**config.mk**
```make
export PLATFORM = sky130hd
export DESIGN_NAME = pipeline_hazard_ctl
export DESIGN_NICKNAME = d
export VERILOG_FILES = /design/src/rtl/pipeline_hazard_ctl_pkg.sv /design/src/rtl/pipeline_hazard_ctl_hazard_compare.sv /design/src/rtl/pipeline_hazard_ctl.sv
export SDC_FILE = /design/constraint.sdc
export NUM_CORES = 1
export LEC_CHECK = 0
export CAP_MARGIN = 20
export CORE_MARGIN = 4
export CORE_UTILIZATION = 34
export CTS_CLUSTER_SIZE = 20
export DETAILED_ROUTE_END_ITERATION = 8
export PLACE_DENSITY_LB_ADDON = 0.1
export RECOVER_POWER = 100
export SLEW_MARGIN = 25
export SYNTH_ARGS = -nofsm -noshare
export SYNTH_HDL_FRONTEND = slang
export SYNTH_SLANG_ARGS = --single-unit
```
**constraint.sdc**
```tcl
create_clock -name clock -period 4.1 [get_ports clock]
set_input_delay 0.615 -clock clock [delete_from_list [all_inputs] [get_ports clock]]
set_output_delay 0.615 -clock clock [all_outputs]
set_load 0.005 [all_outputs]
```
**src/rtl/pipeline_hazard_ctl_pkg.sv**
```systemverilog
// Shared types for the pipeline stall/flush sequencer: FSM state encoding,
// per-cycle event codes (ordered by priority) and register-match helper.
package pipe_ctl_pkg;

    localparam int REG_ADDR_W = 5;
    localparam int WAIT_CNT_W = 16;

    typedef enum logic [1:0] {
        ST_RUN        = 2'd0,
        ST_LOAD_STALL = 2'd1,
        ST_MEM_WAIT   = 2'd2,
        ST_ERROR      = 2'd3
    } ctl_state_e;

    // Numerically larger event wins when several are pending in one cycle
    typedef enum logic [1:0] {
        EV_NONE     = 2'd0,
        EV_LOAD_USE = 2'd1,
        EV_BRANCH   = 2'd2,
        EV_MEM_WAIT = 2'd3
    } ctl_event_e;

    function automatic logic reg_match(
        input logic                  uses,
        input logic [REG_ADDR_W-1:0] src,
        input logic [REG_ADDR_W-1:0] dst
    );
        return uses & (src == dst);
    endfunction

endpackage

```
**src/rtl/pipeline_hazard_ctl_hazard_compare.sv**
```systemverilog
// Combinational load-use RAW detector between ID and EX; x0 never hazards.
// Kept standalone so a forwarding unit can reuse the same compare.
module hazard_compare
    import pipe_ctl_pkg::*;
(
    input  logic [REG_ADDR_W-1:0] id_rs1,
    input  logic [REG_ADDR_W-1:0] id_rs2,
    input  logic                  id_uses_rs1,
    input  logic                  id_uses_rs2,
    input  logic                  ex_memread,
    input  logic [REG_ADDR_W-1:0] ex_rd,
    output logic                  hz
);

    assign hz = ex_memread
              & (ex_rd != {REG_ADDR_W{1'b0}})
              & (reg_match(id_uses_rs1, id_rs1, ex_rd) | reg_match(id_uses_rs2, id_rs2, ex_rd));

endmodule

```
**src/rtl/pipeline_hazard_ctl.sv**
```systemverilog
// Stall/flush sequencer for the 5-stage pipeline (Mealy outputs, registered state).
// Optional HAZARD_PERF_CNT_EN adds stall/flush/wait performance counters.
module pipeline_hazard_ctl
    import pipe_ctl_pkg::*;
#(
    parameter int LOAD_USE_STALLS = 1,
    parameter int TIMEOUT_CYCLES  = 255,
    parameter int CNT_W           = 32
) (
    input  logic                  clock,
    input  logic                  reset,
    input  logic [REG_ADDR_W-1:0] id_rs1,
    input  logic [REG_ADDR_W-1:0] id_rs2,
    input  logic                  id_uses_rs1,
    input  logic                  id_uses_rs2,
    input  logic                  ex_memread,
    input  logic [REG_ADDR_W-1:0] ex_rd,
    input  logic                  mem_pcsrc,
    input  logic                  dmem_req,
    input  logic                  dmem_ready,
    output logic                  pc_write,
    output logic                  if_id_write,
    output logic                  if_id_flush,
    output logic                  id_ex_bubble,
    output logic                  ex_mem_flush,
    output logic                  pipe_hold,
    output logic [1:0]            ctl_state,
    output logic                  timeout_err
`ifdef HAZARD_PERF_CNT_EN
    ,
    output logic [CNT_W-1:0]      stall_cycles,
    output logic [CNT_W-1:0]      flush_count,
    output logic [CNT_W-1:0]      wait_cycles
`endif
);

    localparam logic [1:0]            STALL_INIT = 2'(LOAD_USE_STALLS - 1);
    localparam bit                    WDOG_EN    = (TIMEOUT_CYCLES != 0);
    localparam logic [WAIT_CNT_W-1:0] WDOG_LIMIT = WAIT_CNT_W'(TIMEOUT_CYCLES);
    localparam logic [WAIT_CNT_W-1:0] WAIT_MAX   = {WAIT_CNT_W{1'b1}};

    if (LOAD_USE_STALLS < 1 || LOAD_USE_STALLS > 3 || CNT_W < 1) begin : g_bad_cfg
        $error("pipeline_hazard_ctl: unsupported parameter set");
    end

    ctl_state_e            state_r, nxt_state_s;
    ctl_state_e            ret_state_r, nxt_ret_state_s;
    ctl_state_e            eval_state_s;
    ctl_event_e            ev_s;
    logic [1:0]            stall_cnt_r, nxt_stall_cnt_s;
    logic [WAIT_CNT_W-1:0] wait_cnt_r, nxt_wait_cnt_s;
    logic                  timeout_err_r, nxt_timeout_err_s;
    logic                  hz_s;
    logic                  active_s;
    logic                  freeze_s;
    logic                  flush_s;
    logic                  lu_bubble_s;

    hazard_compare u_hazard_compare (
        .id_rs1      (id_rs1),
        .id_rs2      (id_rs2),
        .id_uses_rs1 (id_uses_rs1),
        .id_uses_rs2 (id_uses_rs2),
        .ex_memread  (ex_memread),
        .ex_rd       (ex_rd),
        .hz          (hz_s)
    );

    // Pick the highest-priority event; a released MEM_WAIT replays its return state's rules
    always_comb begin
        ev_s         = EV_NONE;
        active_s     = 1'b0;
        eval_state_s = state_r;
        case (state_r)
            ST_MEM_WAIT: begin
                eval_state_s = ret_state_r;
                active_s     = dmem_ready;
            end
            ST_ERROR: begin
                active_s = 1'b0;
            end
            default: begin
                active_s = 1'b1;
            end
        endcase
        if (!active_s) begin
            ev_s = EV_NONE;
        end else if (dmem_req && !dmem_ready) begin
            ev_s = EV_MEM_WAIT;
        end else if (mem_pcsrc) begin
            ev_s = EV_BRANCH;
        end else if ((eval_state_s == ST_LOAD_STALL) || hz_s) begin
            ev_s = EV_LOAD_USE;
        end else begin
            ev_s = EV_NONE;
        end
    end

    // Next-state, counters and raw control strobes for the selected event
    always_comb begin
        nxt_state_s       = state_r;
        nxt_ret_state_s   = ret_state_r;
        nxt_stall_cnt_s   = stall_cnt_r;
        nxt_wait_cnt_s    = wait_cnt_r;
        nxt_timeout_err_s = timeout_err_r;
        freeze_s          = 1'b0;
        flush_s           = 1'b0;
        lu_bubble_s       = 1'b0;
        case (ev_s)
            EV_MEM_WAIT: begin
                freeze_s        = 1'b1;
                nxt_state_s     = ST_MEM_WAIT;
                nxt_ret_state_s = eval_state_s;
                nxt_wait_cnt_s  = WAIT_CNT_W'(1);
            end
            EV_BRANCH: begin
                flush_s         = 1'b1;
                nxt_state_s     = ST_RUN;
                nxt_stall_cnt_s = 2'd0;
                nxt_wait_cnt_s  = {WAIT_CNT_W{1'b0}};
            end
            EV_LOAD_USE: begin
                lu_bubble_s    = 1'b1;
                nxt_wait_cnt_s = {WAIT_CNT_W{1'b0}};
                if (eval_state_s == ST_LOAD_STALL) begin
                    nxt_stall_cnt_s = stall_cnt_r - 2'd1;
                    nxt_state_s     = (stall_cnt_r == 2'd1) ? ST_RUN : ST_LOAD_STALL;
                end else if (LOAD_USE_STALLS > 1) begin
                    nxt_stall_cnt_s = STALL_INIT;
                    nxt_state_s     = ST_LOAD_STALL;
                end else begin
                    nxt_state_s = ST_RUN;
                end
            end
            default: begin
                if (state_r == ST_ERROR) begin
                    freeze_s          = 1'b1;
                    nxt_timeout_err_s = 1'b1;
                end else if (state_r == ST_MEM_WAIT && !dmem_ready) begin
                    // Branch requests are ignored here; EX/MEM holds and re-presents them
                    freeze_s = 1'b1;
                    if (WDOG_EN && (wait_cnt_r == WDOG_LIMIT)) begin
                        nxt_state_s       = ST_ERROR;
                        nxt_timeout_err_s = 1'b1;
                    end else if (wait_cnt_r != WAIT_MAX) begin
                        nxt_wait_cnt_s = wait_cnt_r + WAIT_CNT_W'(1);
                    end else begin
                        nxt_wait_cnt_s = wait_cnt_r;
                    end
                end else begin
                    nxt_state_s    = ST_RUN;
                    nxt_wait_cnt_s = {WAIT_CNT_W{1'b0}};
                end
            end
        endcase
    end

    // Sequencer state and counters
    always_ff @(posedge clock or negedge reset) begin
        if (!reset) begin
            state_r       <= ST_RUN;
            ret_state_r   <= ST_RUN;
            stall_cnt_r   <= 2'd0;
            wait_cnt_r    <= {WAIT_CNT_W{1'b0}};
            timeout_err_r <= 1'b0;
        end else begin
            state_r       <= nxt_state_s;
            ret_state_r   <= nxt_ret_state_s;
            stall_cnt_r   <= nxt_stall_cnt_s;
            wait_cnt_r    <= nxt_wait_cnt_s;
            timeout_err_r <= nxt_timeout_err_s;
        end
    end

    // All controls read 0 while reset is held, so nothing leaks out of an abandoned state
    assign pc_write     = reset & ~freeze_s & ~lu_bubble_s;
    assign if_id_write  = reset & ~freeze_s & ~lu_bubble_s;
    assign if_id_flush  = reset & flush_s;
    assign id_ex_bubble = reset & (flush_s | lu_bubble_s);
    assign ex_mem_flush = reset & flush_s;
    assign pipe_hold    = reset & freeze_s;
    assign ctl_state    = reset ? state_r : ST_RUN;
    assign timeout_err  = reset & timeout_err_r;

`ifdef HAZARD_PERF_CNT_EN
    logic [CNT_W-1:0] stall_cycles_r;
    logic [CNT_W-1:0] flush_count_r;
    logic [CNT_W-1:0] wait_cycles_r;

    // Wrapping performance counters
    always_ff @(posedge clock or negedge reset) begin
        if (!reset) begin
            stall_cycles_r <= {CNT_W{1'b0}};
            flush_count_r  <= {CNT_W{1'b0}};
            wait_cycles_r  <= {CNT_W{1'b0}};
        end else begin
            stall_cycles_r <= stall_cycles_r + CNT_W'(lu_bubble_s);
            flush_count_r  <= flush_count_r + CNT_W'(flush_s);
            wait_cycles_r  <= wait_cycles_r + CNT_W'(freeze_s);
        end
    end

    assign stall_cycles = stall_cycles_r;
    assign flush_count  = flush_count_r;
    assign wait_cycles  = wait_cycles_r;
`endif

endmodule

```
---- Yosys cells after proc, flatten, opt, wreduce, memory -nomap -nowiden ----
Cells that the tools add are included.
storage, ports and cells
  input bits .............................. 23
  logic and storage cells ................. 81
  output and inout port bits .............. 9
  register bits ........................... 23
cells by class
  $add $sub $neg .......................... 2
  bitwise logic cells ..................... 15
  reduce and logical (&&, ||, !) cells .... 14
  multiplexer cells ....................... 28
  eq/ne operators ......................... 17
operators with widths
  operator                                                                number
  16-bit 2-to-1 mux                                                       4
  16-bit one-hot mux with 2 select lines                                  1
  2-bit 2-to-1 mux                                                        9
  16-bit by 1-bit adder with 16-bit output, second input constant         1
  16-bit by 8-bit equality test with 1-bit output, second input constant  1
  16-bit != test, second input constant                                   1
  1-bit bitwise AND                                                       10
  5-bit equality test                                                     2
  1-bit 2-to-1 mux                                                        10
  2-bit equality test, second input constant                              4
  2-bit by 1-bit equality test with 1-bit output, second input constant   3
  2-bit one-hot mux with 3 select lines                                   1
  3-bit AND reduction                                                     2
  2-bit nonzero test                                                      3
  5-bit by 1-bit != test with 1-bit output, second input constant         1
  5-bit nonzero test                                                      1
  4-bit by 1-bit != test with 1-bit output, second input constant         1
  4-bit by 2-bit != test with 1-bit output, second input constant         1
  4-bit by 3-bit != test with 1-bit output, second input constant         1
  1-bit one-hot mux with 2 select lines                                   2
  2-bit one-hot mux with 2 select lines                                   1
  2-bit AND reduction                                                     2
  3-bit by 2-bit != test with 1-bit output, second input constant         1
  1-bit inverter                                                          3
  other kinds (8)                                                         10

---- Logic depth before layout (Yosys ltp) ----
Gate-level depths: netlist (run 1).
  word-level depth ........................ 15
  depth in mapped cells ................... 13
  gate-level depth less buffers ........... 11

---- By module ----
A second synthesis (run 1) with hierarchy kept.
second synthesis, totals
  cell total of the unflattened synthesis .. 182
  area total of the unflattened synthesis .. 1,690.4 um2
by module, submodules not included
  module               times used  cells each  sequential area each (um2)  area each (um2)
  pipeline_hazard_ctl  1           165         575.6                       1,556.5
  hazard_compare       1           17          0.0                         133.9

---- Worst setup path after synthesis (run 1) ----
OpenSTA, ideal clock, no wires.
  path type ............................... in2out
  start point ............................. in ex_rd[0]
  end point ............................... out pc_write
  slack ................................... 1.038 ns
  arrival time ............................ 2.447 ns
  buffers on the path ..................... 1
  required time ........................... 3.485 ns
  cell stages on the path ................. 10
  path through ............................ xor2_1 -> nor4_1 -> nand3_1 -> a221o_1 -> o311a_1 -> ha_1 -> nand2_1 -> o21ai_0 -> nor3b_1 -> buf_4
between the ends
  word-level cells in the longest chain between the ends .. 15
  elaborated cells between the ends (all ways) .. 23
  those cells by class .................... 5 x eq/ne; 6 x mux; 9 x bitwise; 3 x reduce/logical
RTL lines
  what                                                                                          line                                      text
  start, declared                                                                               pipeline_hazard_ctl.sv:17                 input logic [REG_ADDR_W-1:0] ex_rd,
  5-bit equality test                                                                           pipeline_hazard_ctl_pkg.sv:28             return uses & (src == dst);
  1-bit bitwise AND                                                                             pipeline_hazard_ctl_pkg.sv:28
  1-bit OR                                                                                      pipeline_hazard_ctl_hazard_compare.sv:17  & (reg_match(id_uses_rs1, id_rs1, ex_rd) | reg_match(id_uses_rs2, id_rs2, ex_rd));
  1-bit bitwise AND *                                                                           pipeline_hazard_ctl_hazard_compare.sv:17
  1-bit logical OR *                                                                            pipeline_hazard_ctl.sv:92                 end else if ((eval_state_s == ST_LOAD_STALL) || hz_s) begin
  1-bit 2-to-1 mux *                                                                            pipeline_hazard_ctl.sv:92
  2-bit 2-to-1 mux *                                                                            pipeline_hazard_ctl.sv:90                 end else if (mem_pcsrc) begin
  2-bit 2-to-1 mux *                                                                            pipeline_hazard_ctl.sv:88                 end else if (dmem_req && !dmem_ready) begin
  2-bit 2-to-1 mux *                                                                            pipeline_hazard_ctl.sv:86                 if (!active_s) begin
  2-bit by 1-bit equality test with 1-bit output / 2-bit equality test (equally long branches)  pipeline_hazard_ctl.sv:109                case (ev_s)
  2-bit OR reduction (no source line)                                                           -
  1-bit one-hot mux with 2 select lines                                                         pipeline_hazard_ctl.sv:109
  1-bit inverter                                                                                -
  1-bit bitwise AND                                                                             -
  1-bit bitwise AND *                                                                           -
  end, declared                                                                                 pipeline_hazard_ctl.sv:21                 output logic pc_write,
Every way passes the cells marked *; elsewhere a longest branch is shown, timed or not.

---- Worst setup path after layout (run 1) ----
  start point ............................. in ex_rd[3]
  end point ............................... out if_id_write
between the ends
  word-level cells in the longest chain between the ends .. 15
  elaborated cells between the ends (all ways) .. 23
  those cells by class .................... 5 x eq/ne; 6 x mux; 9 x bitwise; 3 x reduce/logical
RTL lines
  what                                                                                          line                                      text
  5-bit equality test                                                                           pipeline_hazard_ctl_pkg.sv:28
  1-bit bitwise AND                                                                             pipeline_hazard_ctl_pkg.sv:28
  1-bit OR                                                                                      pipeline_hazard_ctl_hazard_compare.sv:17
  1-bit bitwise AND *                                                                           pipeline_hazard_ctl_hazard_compare.sv:17
  1-bit logical OR *                                                                            pipeline_hazard_ctl.sv:92
  1-bit 2-to-1 mux *                                                                            pipeline_hazard_ctl.sv:92
  2-bit 2-to-1 mux *                                                                            pipeline_hazard_ctl.sv:90
  2-bit 2-to-1 mux *                                                                            pipeline_hazard_ctl.sv:88
  2-bit 2-to-1 mux *                                                                            pipeline_hazard_ctl.sv:86
  2-bit by 1-bit equality test with 1-bit output / 2-bit equality test (equally long branches)  pipeline_hazard_ctl.sv:109
  2-bit OR reduction (no source line)                                                           -
  1-bit one-hot mux with 2 select lines                                                         pipeline_hazard_ctl.sv:109
  1-bit inverter                                                                                pipeline_hazard_ctl.sv:177                assign if_id_write = reset & ~freeze_s & ~lu_bubble_s;
  1-bit bitwise AND                                                                             pipeline_hazard_ctl.sv:177
  1-bit bitwise AND *                                                                           pipeline_hazard_ctl.sv:177
  end, declared                                                                                 pipeline_hazard_ctl.sv:22                 output logic if_id_write,
Marks and branches as above.

==> impl_metrics.sql, run 1 <==
INSERT INTO impl_metrics (metric_group, metric, value, unit) VALUES
('outcome', 'run_status', 'completed', ''),
('worst_setup_path', 'number_of_cell_instances_on_the_worst_register_to_register_path', '10', ''),
('yosys', 'ys_seq_area_share', '35.4', '%'),
('sta', 'finalHoldViolCount', '0', ''),
('worst_setup_path', 'required', '3.48', 'ns'),
('sta', 'worst_slew_pin_slew', '1.42', 'ns'),
('yosys', 'synthDistinctLibCells', '46', ''),
('yosys', 'yosys.area_share.xor_xnor', '6.46', '%'),
('cells_and_area', 'fillers', '440', ''),
('grt', 'grt_usage', '14.4', '%'),
('worst_setup_path', 'critPathLaunch', 'ex_rd[3]', ''),
('worst_setup_path', 'timing.critical_path.slowest_stage_cell', 'clkdlybuf4s50_1', ''),
('floorplan', 'dieArea', '5960', 'µm²'),
('placement', 'dp_cells', '267', ''),
('yosys', 'postSynthAreaPerCell', '8.61', 'µm²'),
('power', 'power_frac_clock', '27.1', '%'),
('drt', 'uppermost_signal_routing_layer_after_detailed_routing', 'met4', ''),
('power', 'power_switching_share', '28.4', '%'),
('drt', 'met3_length', '149', 'µm'),
('worst_setup_path', 'critPathArrivalTime', '3.31', 'ns'),
('yosys', 'postSynthCellCount', '189', ''),
('power', 'power_report.internal_total', '0.000379', 'W'),
('yosys', 'synth_warnings', '0', ''),
('placement', 'numPortBuffers', '31', ''),
('clock_network', 'cts.path.max_buffers', '2', ''),
('floorplan', 'die_height', '77.2', 'µm'),
('sta', 'hold_slack', '0.491', 'ns'),
('sta', 'drv_slew', '0', ''),
('sta', 'maxSlewHeadroom', '5.22', '%'),
('drt', 'routedWlPerCell', '15.6', 'µm'),
('cells_and_area', 'n_diodes', '0', ''),
('floorplan', 'rows', '24', ''),
('drt', 'avgViaCountPerCell', '5.55', ''),
('worst_setup_path', 'setup.worst_path.class', 'primary input to output port', ''),
('drt', 'postRouteAntennaNets', '0', ''),
('sta', 'max_clock_freq', '255', 'MHz'),
('flow_run', 'maxCapViolations', '0', ''),
('worst_setup_path', 'timing.critical_path.mode_cell', 'clkdlybuf4s50_1', ''),
('power', 'total_power', '0.000529', 'W'),
('drt', 'met2WireLength', '1.98', 'mm'),
('cells_and_area', 'area_growth_syn_to_layout', '25.3', '%'),
('placement', 'gp_routability_congestion', '0.849', ''),
('cells_and_area', 'final_core_util', '45.3', '%'),
('floorplan', 'die_x', '77.2', 'µm'),
('drt', 'initial_drc_count', '91', ''),
('clock_network', 'worstSkewPairLatency', '0.27', 'ns'),
('clock_network', 'cts_root_buffer', 'clkbuf_8', ''),
('min_path', 'timing.hold.worst_path_depth', '1', ''),
('sta', 'grt_setup_unrepaired', 'no', ''),
('drt', 'post-route-drc-count', '0', ''),
('cells_and_area', 'drive_above_1_share', '6.36', '%'),
('grt', 'grt_antenna_before_repair', '0', ''),
('yosys', 'synth_async_sr_flop_share', '100', '%'),
('yosys', 'synth_adder_area_share', '4.61', '%'),
('floorplan', 'num_io_pins', '32', ''),
('min_path', 'timing.hold.worst.class', 'flop to flop', ''),
('drt', 'met1_length', '2.09', 'mm'),
('drt', 'dr.pass1.iters', '4', ''),
('yosys', 'postSynthRegisterBits', '23', ''),
('floorplan', 'floorplan.core_area', '4500', 'µm²'),
('floorplan', 'initial_standard_cell_utilization_of_the_core', '36.1', '%'),
('grt', 'grt_first_pass_wirelength', '7.06', 'mm'),
('yosys', 'synth_ff_type', 'dfrtp_1', ''),
('sta', 'setup_viol', '0', ''),
('clock_network', 'h-tree-depth', '1', ''),
('drt', 'routed-via-count', '1510', ''),
('worst_setup_path', 'cell_chain_of_the_critical_path', 'clkdlybuf4s50_1 > xor2_1 > nor4_2 > nand3_1 > a221o_1 > o311a_1 > ha_2 > nand2_1 > o21ai_2 > nor3b_2 > clkdlybuf4s50_1', ''),
('clock_network', 'cts_inserted_buffers', '3', ''),
('worst_setup_path', 'r2r_start', 'state_r[0]', ''),
('cells_and_area', 'final_cells', '272', ''),
('clock_network', 'path_clk_slew', '0.08', 'ns');
==> stage by stage <==
step                worst slack, ns  TNS, ns  area [µm²]
floorplan                      1.04        0        1630
global placement             0.0496        0        1970
detailed placement           -0.126   -0.324        1970
CTS                          0.0335        0        2030
global route                0.00741        0        2040
finish                        0.171        0        2040
==> critical path, delay by kind of cell <==
kind / cells / cell delay, ns
AOI/OAI and AO/OA: 3 / 0.56
xor gates and xnor gates: 1 / 0.19
adders and majority gates: 1 / 0.22
buffers and inverters: 2 / 0.99
and+or+nand+nor: 4 / 0.73
==> worst paths after layout <==
kind                                  endpoint  slack (ns)
worst max register to register   wait_cnt_r[6]        0.82
min in group asynchronous       wait_cnt_r[12]        1.21
max in group asynchronous        wait_cnt_r[3]        2.06
worst max-delay path               if_id_write        0.17
worst min-delay path             timeout_err_r        0.49
worst min register to register   timeout_err_r        0.49
==> cell families after synthesis <==
kind of cell / after synthesis
flip-flops: 23
adder cells (fa/ha/maj): 6
AO/OA/AOI/OAI: 51
XOR/XNOR: 12
multiplexers: 3
AND/OR/NAND/NOR: 79
buffers and inverters: 15
==> layer usage <==
layer  vias up  GRT usage (%)
met5         -              0
met4         0           3.20
met3         4           2.34
met2        34           23.0
met1       714           20.4
li1        758              -
==> power by group through the flow <==
stage          sequential (W)  combinational, W  clock, W
6_report             0.000246          0.000139  0.000144
5_1_grt              0.000248          0.000153  0.000160
4_1_cts              0.000246          0.000139  0.000148
3_5_place_dp         0.000251          0.000135         0
3_3_place_gp         0.000251          0.000132         0
2_1_floorplan        0.000246         0.0000686         0
==> flip-flops by register name (all words and copies together) (netlist names) <==
signal,cells
ret_state_r,2
wait_cnt_r,16
timeout_err_r,1
stall_cnt_r,2
state_r,2
==> cells in the final DEF, fill, tap and decap left out, types with 3 or more instances in the layout <==
| cell | Yosys | layout |
|---|---|---|
| nand4_1 | 3 | 3 |
| clkbuf_8 | 0 | 3 |
| clkdlybuf4s50_1 | 0 | 24 |
| dlygate4sd3_1 | 0 | 5 |
| clkbuf_1 | 5 | 4 |
| a31oi_1 | 14 | 14 |
| nor3_1 | 6 | 6 |
| nor2b_1 | 3 | 3 |
| inv_1 | 6 | 6 |
| and2_1 | 6 | 4 |
| xor2_1 | 8 | 8 |
| nand3_1 | 7 | 7 |
| dfrtp_1 | 23 | 23 |
| o21a_1 | 3 | 3 |
| a21oi_1 | 11 | 11 |
| or4_1 | 3 | 3 |
| nor2_1 | 12 | 12 |
| nand2_1 | 20 | 20 |
| xnor2_1 | 4 | 4 |
| ha_1 | 6 | 5 |
| o21ai_0 | 9 | 9 |
==> area by class of cell <==
type | count | area, µm² | share of cell area, %
clock buffers | 4 | 45.0 | 2.21
inverters | 6 | 22.5 | 1.10
multi-input cells | 151 | 990 | 48.5
flip-flops and latches | 23 | 576 | 28.2
well taps | 52 | 65.1 | 3.19
repair buffers | 36 | 342 | 16.7
==> cell usage after synthesis (all sizes together) (2+ instances only) <==
cell,instances,area (µm²)
a21oi,11,55.1
a31oi,14,87.6
a41oi,2,17.5
and2,7,46.3
and3,2,12.5
buf,4,41.3
clkbuf,5,18.8
dfrtp,23,576
ha,6,75.1
inv,6,22.5
mux2i,2,20.0
nand2,20,75.1
nand2b,3,18.8
nand3,7,35.0
nand3b,2,15.0
nand4,3,18.8
nor2,12,45.0
nor2b,3,18.8
nor3,6,30.0
nor3b,2,15.0
nor4,4,40.0
o21a,3,22.5
o21ai,10,53.8
o31ai,2,15.0
or3,2,12.5
or4,3,22.5
xnor2,4,35.0
xor2,8,70.1
==> repair_timing <==
action	in CTS	in global routing
buffers inserted	0	1
gates resized for setup	4	6
endpoints found under the setup margin	3	3
pin swaps	1	3
(Power assumes the default switching activity.)
==> run 2: changes to the inputs <==
- SYNTH_HIERARCHICAL: not set -> 1
- clock period: 4.1 -> 3.4 ns (I/O delays scaled with it)
==> impl_metrics.sql, run 2 <==
INSERT INTO impl_metrics (metric_group, metric, value, unit) VALUES
('yosys', 'yosys.cell_count.top_type', 'dfrtp_1', ''),
('clock_network', 'path_clk_slew', '0.09', 'ns'),
('floorplan', 'rows', '25', ''),
('yosys', 'postSynthAreaPerCell', '9.29', 'µm²'),
('drt', 'initial_drc_count', '104', ''),
('min_path', 'timing.hold.worst.class', 'flop to flop', ''),
('clock_network', 'worstSkewPairLatency', '0.27', 'ns'),
('grt', 'global_route.overflow_total', '0', ''),
('worst_setup_path', 'number_of_cell_instances_on_the_worst_register_to_register_path', '11', ''),
('clock_network', 'cts_inserted_buffers', '3', ''),
('grt', 'grt_usage', '15.1', '%'),
('yosys', 'yosysTopAreaCell', 'dfrtp_1', ''),
('cells_and_area', 'final_cells', '306', ''),
('sta', 'clock-skew-final', '0.00524', 'ns'),
('worst_setup_path', 'setup.worst_path.end', 'if_id_write', ''),
('sta', 'hold_slack', '0.492', 'ns'),
('worst_setup_path', 'critPathArrivalTime', '2.74', 'ns'),
('sta', 'maxSlewHeadroom', '57.0', '%'),
('placement', 'gp_routability_congestion', '0.828', ''),
('cells_and_area', 'fillers', '472', ''),
('cells_and_area', 'multiInputGateArea', '1080', 'µm²'),
('sta', 'max_clock_freq', '308', 'MHz'),
('cells_and_area', 'n_diodes', '0', ''),
('drt', 'postRouteAntennaNets', '0', ''),
('sta', 'worst_slew_pin_slew', '0.645', 'ns'),
('yosys', 'postSynthRegisterBits', '23', ''),
('floorplan', 'die_height', '78.5', 'µm'),
('worst_setup_path', 'regToRegSetupSlack', '0.34', 'ns'),
('sta', 'finalWorstPathRequiredPeriod', '3.25', 'ns'),
('sta', 'finalHoldViolCount', '0', ''),
('sta', 'drv_slew', '0', ''),
('grt', 'grt_first_pass_wirelength', '7.60', 'mm'),
('cells_and_area', 'biggest_register', 'wait_cnt_r', ''),
('grt', 'grt_pass1_vias', '1558', ''),
('placement', 'dp_cells', '297', ''),
('drt', 'dr.pass1.iters', '4', ''),
('clock_network', 'cts_root_buffer', 'clkbuf_8', ''),
('clock_network', 'cts.path.max_buffers', '2', ''),
('cells_and_area', 'final_nets', '269', ''),
('clock_network', 'h-tree-depth', '1', ''),
('grt', 'top_usage_layer', 'met2', ''),
('drt', 'wl', '4.51', 'mm'),
('worst_setup_path', 'worst_r2r_endpoint', 'wait_cnt_r[15]', ''),
('floorplan', 'dieArea', '6160', 'µm²'),
('placement', 'numPortBuffers', '31', ''),
('yosys', 'synth_largest_type_area_fraction', '34.0', '%'),
('outcome', 'run_status', 'completed', ''),
('yosys', 'synth_common_cells', 'dfrtp_1, nand2_1, a31oi_1', ''),
('cells_and_area', 'drive_above_1_share', '24.3', '%'),
('sta', 'setup_viol', '0', ''),
('yosys', 'synthesis.area', '1690', 'µm²'),
('worst_setup_path', 'required', '2.89', 'ns'),
('placement', 'dpl-instance-area', '2220', 'µm²'),
('grt', 'global_route.usage.met1', '20.0', '%'),
('floorplan', 'floorplan.core_area', '4750', 'µm²'),
('clock_network', 'tritoncts', 'yes', ''),
('clock_network', 'clkSinkCount', '23', ''),
('floorplan', 'num_io_pins', '32', ''),
('cells_and_area', 'layout_commonest_cell', 'buf_4', ''),
('yosys', 'synth_warnings', '6', ''),
('power', 'power_per_cell_area', '302', 'nW/µm²'),
('cells_and_area', 'largest_reg_flops', '16', ''),
('drt', 'avgViaCountPerCell', '5.20', ''),
('worst_setup_path', 'setup.worst_path.start_class', 'primary input', ''),
('floorplan', 'initial_standard_cell_utilization_of_the_core', '35.6', '%'),
('grt', 'grt_max_degree', '14', ''),
('yosys', 'synth_async_sr_flop_share', '100', '%'),
('drt', 'routed-via-count', '1590', ''),
('grt', 'grt_antenna_before_repair', '0', ''),
('placement', 'post-dp-hpwl', '3.44', 'mm'),
('drt', 'routedWlPerCell', '14.7', 'µm'),
('sta', 'fin_crit_share', '95.6', '%'),
('sta', 'grt_setup_unrepaired', 'no', ''),
('yosys', 'postSynthCellCount', '182', ''),
('worst_setup_path', 'critPathLaunch', 'ex_rd[2]', ''),
('cells_and_area', 'seq_area', '576', 'µm²'),
('yosys', 'synthDistinctLibCells', '51', ''),
('yosys', 'synth-edff-count', '0', ''),
('floorplan', 'die_x', '78.5', 'µm'),
('yosys', 'yosys-top-cells-area', 'dfrtp_1, xor2_1, ha_1', ''),
('cells_and_area', 'fin_area', '2330', 'µm²'),
('cells_and_area', 'layout_common_cells', 'buf_4, dfrtp_1, nand2_1, clkdlybuf4s50_1, a31oi_1', ''),
('power', 'power.ir.vdd_worst', '0.208', 'mV'),
('worst_setup_path', 'critical_path.endpoint_type', 'output port', ''),
('worst_setup_path', 'r2r_start', 'state_r[1]', ''),
('grt', 'globalRouteMet3Util', '2.18', '%'),
('yosys', 'synth_ff_type', 'dfrtp_1', ''),
('grt', 'grt.met2_usage', '25.8', '%'),
('cells_and_area', 'final_core_util', '49.1', '%'),
('worst_setup_path', 'setup.worst_path.class', 'primary input to output port', ''),
('yosys', 'ys_seq_area_share', '34.0', '%'),
('flow_run', 'maxCapViolations', '0', ''),
('yosys', 'synthesis.nets', '211', ''),
('cells_and_area', 'area_growth_syn_to_layout', '38.1', '%'),
('drt', 'post-route-drc-count', '0', ''),
('power', 'static_leakage_power', '1.07', 'nW'),
('worst_setup_path', 'path_max_fanout', '3', '');
==> run 2: through the flow <==
stage          power [W]  worst slack (ns)  TNS, ns
5_1_grt         0.000751            0.0182        0
2_1_floorplan   0.000401             0.234        0
4_1_cts         0.000709           0.00813        0
3_5_place_dp    0.000518            -0.639    -3.79
6_report        0.000706             0.150        0
3_3_place_gp    0.000514            -0.513    -2.92
==> run 2: worst min path at each step <==
| stage | startpoint | end | slack (ns) | cells past startpoint |
|---|---|---|---|---|
| detailed placement | wait_cnt_r[5] | wait_cnt_r[5] | 0.48 | 1 |
| CTS | reset | timeout_err_r | 0.49 | 1 |
| finish | wait_cnt_r[5] | wait_cnt_r[5] | 0.49 | 1 |
| global route | ret_state_r[0] | ret_state_r[0] | 0.53 | 1 |
| global placement | wait_cnt_r[5] | wait_cnt_r[5] | 0.46 | 1 |
| floorplan | reset | ret_state_r[0] | 0.21 | 0 |
==> run 2: cell families after synthesis <==
family	Yosys count	synth area share, %
AOI/OAI and AO/OA	46	20.5
buffers and inverters	16	5.40
xor gates and xnor gates	14	7.25
muxes	4	2.74
adders and majority gates	6	4.44
and+or+nand+nor	73	25.6
DFF	23	34.0
==> run 2: what timing repair did <==
item                                    4_1_cts  5_1_grt
hold buffers                                  0        0
setup buffers                                 5        2
cloned                                        0        0
resized for setup                            23       21
endpoints found under the setup margin        6        5
pin swaps                                    10        7
==> run 2: worst max-delay path, cell delays in order <==
cell	delay (ns)
dlygate4sd2_1	0.24
or4_1	0.54
o21ai_2	0.14
a21oi_2	0.05
o21ba_4	0.20
buf_4	0.14
a2bb2oi_2	0.15
ha_2	0.23
nand2b_4	0.14
o21ai_2	0.06
nor3b_2	0.20
clkbuf_2	0.14
==> run 2: per-layer routing <==
| metal | routed length (µm) | vias up |
|---|---|---|
| li1 | - | 780 |
| met1 | 2090 | 768 |
| met2 | 2200 | 38 |
| met3 | 191 | 4 |
| met4 | 31 | 0 |
| met5 | 0 | - |
==> run 2: area by class of cell <==
cell class | instances | area share (%)
Multi-Input combinational cell | 143 | 46.4
Sequential cell | 23 | 24.7
Timing Repair Buffer | 64 | 22.6
Tap cell | 67 | 3.59
Clock buffer | 3 | 1.77
Inverter | 5 | 0.804
Clock inverter | 1 | 0.214
==> run 2: where the power goes <==
| part | switching, W | internal (W) | total (W) | leakage (nW) |
|---|---|---|---|---|
| Sequential | 0.0000151 | 0.000285 | 0.000300 | 0.319 |
| Clock | 0.0000951 | 0.0000820 | 0.000177 | 0.0255 |
| Combinational | 0.0000988 | 0.000130 | 0.000229 | 0.727 |
==> run 3: changes to the inputs <==
- clock period: 3.4 -> 4.15 ns (I/O delays scaled with it)
==> impl_metrics.sql, run 3 (synthesized netlist as in run 2, its figures left out) <==
INSERT INTO impl_metrics (metric_group, metric, value, unit) VALUES
('cells_and_area', 'area_growth_syn_to_layout', '30.3', '%'),
('grt', 'global_route.overflow_total', '0', ''),
('drt', 'routed-via-count', '1527', ''),
('power', 'static_leakage_power', '0.980', 'nW'),
('sta', 'finalWorstPathRequiredPeriod', '4.11', 'ns'),
('placement', 'dp_cells', '284', ''),
('cells_and_area', 'fillers', '494', ''),
('cells_and_area', 'final_cells', '288', ''),
('power', 'total_power', '0.000556', 'W'),
('power', 'power_per_cell_area', '252', 'nW/µm²'),
('power', 'power.combinational.fraction', '30.0', '%'),
('worst_setup_path', 'critical_path.n_buffers_inverters', '2', ''),
('sta', 'fin_crit_share', '99.2', '%'),
('cells_and_area', 'multiInputGateArea', '1060', 'µm²'),
('min_path', 'timing.hold.worst.class', 'flop to flop', ''),
('drt', 'routedWlPerCell', '15.4', 'µm'),
('grt', 'grt_max_degree', '22', ''),
('worst_setup_path', 'cell_chain_of_the_critical_path', 'clkdlybuf4s50_1 > or4_1 > o21ai_1 > a21oi_2 > o21ba_2 > nor2_2 > a2bb2oi_2 > ha_1 > nand2b_1 > o21ai_2 > nor3b_2 > clkdlybuf4s50_1', ''),
('clock_network', 'path_clk_slew', '0.09', 'ns'),
('cells_and_area', 'largest_reg_flops', '16', ''),
('clock_network', 'cts_root_buffer', 'clkbuf_8', ''),
('worst_setup_path', 'critical_path.endpoint_type', 'output port', ''),
('clock_network', 'h-tree-depth', '1', ''),
('drt', 'avgViaCountPerCell', '5.30', ''),
('worst_setup_path', 'critPathLaunch', 'ex_rd[1]', ''),
('drt', 'postRouteAntennaNets', '0', ''),
('worst_setup_path', 'critPathArrivalTime', '3.49', 'ns'),
('worst_setup_path', 'timing.critical_path.mode_cell', 'clkdlybuf4s50_1', ''),
('min_path', 'timing.hold.worst_endpoint', 'wait_cnt_r[5]', ''),
('worst_setup_path', 'setup.worst_path.start_class', 'primary input', ''),
('cells_and_area', 'layout_common_cells', 'clkdlybuf4s50_1, dfrtp_1, nand2_1, buf_4, a31oi_1', ''),
('power', 'power_switching_share', '29.1', '%'),
('floorplan', 'initial_standard_cell_utilization_of_the_core', '35.6', '%'),
('sta', 'worst_slew_pin_slew', '1.16', 'ns'),
('floorplan', 'die_height', '78.5', 'µm'),
('cells_and_area', 'layout_commonest_cell', 'clkdlybuf4s50_1', ''),
('clock_network', 'cts.path.max_buffers', '2', ''),
('cells_and_area', 'seq_area', '576', 'µm²'),
('worst_setup_path', 'r2r_start', 'state_r[1]', ''),
('flow_run', 'maxCapViolations', '0', ''),
('sta', 'grt_setup_unrepaired', 'yes', ''),
('sta', 'clock-skew-final', '0.00843', 'ns'),
('clock_network', 'cts_setup_buffers', '0', ''),
('sta', 'maxSlewHeadroom', '22.8', '%'),
('floorplan', 'dieArea', '6160', 'µm²'),
('worst_setup_path', 'worst_r2r_endpoint', 'wait_cnt_r[0]', ''),
('sta', 'setup_viol', '0', ''),
('outcome', 'run_status', 'completed', ''),
('power', 'power_report.internal_total', '0.000394', 'W'),
('grt', 'grt_pass1_vias', '1531', ''),
('clock_network', 'cts_inserted_buffers', '3', ''),
('min_path', 'hp-start', 'wait_cnt_r[5]', ''),
('worst_setup_path', 'family_with_the_most_delay_on_the_worst_path', 'simple AND/OR/NAND/NOR gates', ''),
('cells_and_area', 'n_diodes', '0', ''),
('floorplan', 'floorplan.core_area', '4750', 'µm²'),
('worst_setup_path', 'setup.worst_path.class', 'primary input to output port', ''),
('clock_network', 'cts_hold_buffers', '0', ''),
('drt', 'post-route-drc-count', '0', ''),
('worst_setup_path', 'path_max_fanout', '3', ''),
('cells_and_area', 'final_nets', '251', ''),
('placement', 'gp_routability_congestion', '0.791', ''),
('power', 'power_frac_clock', '25.5', '%'),
('cells_and_area', 'drive_above_1_share', '15.8', '%'),
('worst_setup_path', 'regToRegSetupSlack', '1.33', 'ns'),
('floorplan', 'num_io_pins', '32', ''),
('placement', 'numPortBuffers', '31', ''),
('clock_network', 'worstSkewPairLatency', '0.27', 'ns'),
('sta', 'finalHoldViolCount', '0', ''),
('grt', 'grt_antenna_before_repair', '0', ''),
('drt', 'wl', '4.44', 'mm'),
('sta', 'max_clock_freq', '243', 'MHz'),
('worst_setup_path', 'slowest_delay', '0.53', 'ns'),
('drt', 'initial_drc_count', '40', ''),
('worst_setup_path', 'number_of_cell_instances_on_the_worst_register_to_register_path', '9', ''),
('floorplan', 'rows', '25', ''),
('sta', 'drv_slew', '0', ''),
('power', 'power.ir.vdd_worst', '0.135', 'mV'),
('power', 'seq_power_share', '44.5', '%'),
('clock_network', 'tritoncts', 'yes', ''),
('grt', 'grt_first_pass_wirelength', '7.31', 'mm'),
('clock_network', 'clkSinkCount', '23', ''),
('grt', 'grt_usage', '14.7', '%'),
('worst_setup_path', 'required', '3.53', 'ns'),
('drt', 'dr.pass1.iters', '4', ''),
('worst_setup_path', 'timing.critical_path.slowest_stage_cell', 'or4_1', ''),
('power', 'net-switching-power', '0.000162', 'W'),
('floorplan', 'die_x', '78.5', 'µm'),
('cells_and_area', 'biggest_register', 'wait_cnt_r', ''),
('placement', 'post-dp-hpwl', '3.39', 'mm'),
('min_path', 'timing.hold.worst_path_depth', '1', '');
[run 3: cell count changes in the layout (fill, tap and decap cells not counted), sizes merged]
cell / delta
dlymetal6s2s: -1
dlygate4sd3: -1
buf: -15
clkbuf: -8
dlygate4sd2: -3
clkdlybuf4s15: -2
clkdlybuf4s50: +12
[run 3: timing repair]
action | 4_1_cts | 5_1_grt
gates cloned | 0 | 0
pin swaps | 0 | 2
gates resized for setup | 4 | 6
endpoints found under the setup margin | 3 | 2
[run 3: cell type report]
cell class | instances | area share [%]
multi-input combinational | 143 | 48.0
timing repair buffer | 46 | 19.1
inverter | 5 | 0.852
clock inverter | 1 | 0.227
tap | 67 | 3.81
sequential | 23 | 26.1
clock buffer | 3 | 1.88
[run 3: power groups by stage]
| stage | sequential, W | clock, W | combinational, W |
|---|---|---|---|
| 2_1_floorplan | 0.000242 | 0 | 0.0000869 |
| 3_3_place_gp | 0.000250 | 0 | 0.000159 |
| 3_5_place_dp | 0.000251 | 0 | 0.000162 |
| 4_1_cts | 0.000247 | 0.000147 | 0.000166 |
| 5_1_grt | 0.000250 | 0.000160 | 0.000181 |
| 6_report | 0.000248 | 0.000142 | 0.000167 |
[run 3: worst reg2reg max path, cell delays in order, from the launching register on]
cell and delay (ns):
dfrtp_1 0.56, nand3b_1 0.12, mux2i_1 0.37, o21ba_2 0.22
nor2_2 0.05, a2bb2oi_2 0.14, ha_1 0.35, nor3_1 0.41
a31oi_4 0.14, mux2_4 0.35
[run 3: metrics by stage]
stage	setup slack, ns	utilization, %	setup TNS, ns	hold slack [ns]	area [µm²]
final	0.0352	46.3	0	0.480	2200
after global routing	-0.0809	46.3	-0.0809	0.499	2200
after CTS	0.0462	45.9	0	0.481	2180
after detailed placement	-0.140	44.7	-0.260	0.468	2120
after global placement	0.00708	44.7	0	0.461	2120
after floorplan	0.759	-	0	0.327	1690
[run 3: routing by layer]
| metal | wire [µm] | GRT usage (%) | up-vias |
|---|---|---|---|
| met3 | 158 | 1.26 | 6 |
| met5 | 0 | 0 | - |
| met2 | 2170 | 25.3 | 39 |
| met4 | 45 | 4.90 | 0 |
| li1 | - | - | 753 |
| met1 | 2070 | 19.2 | 729 |
[run 3: how the worst max path moves through the flow]
stage / endpoint / slack [ns] / cells after the start
4_1_cts: if_id_write / 0.05 / 12
5_1_grt: if_id_write / -0.08 / 12
2_1_floorplan: pc_write / 0.76 / 12
3_3_place_gp: pc_write / 0.007 / 12
6_report: if_id_write / 0.04 / 12
3_5_place_dp: pc_write / -0.14 / 12
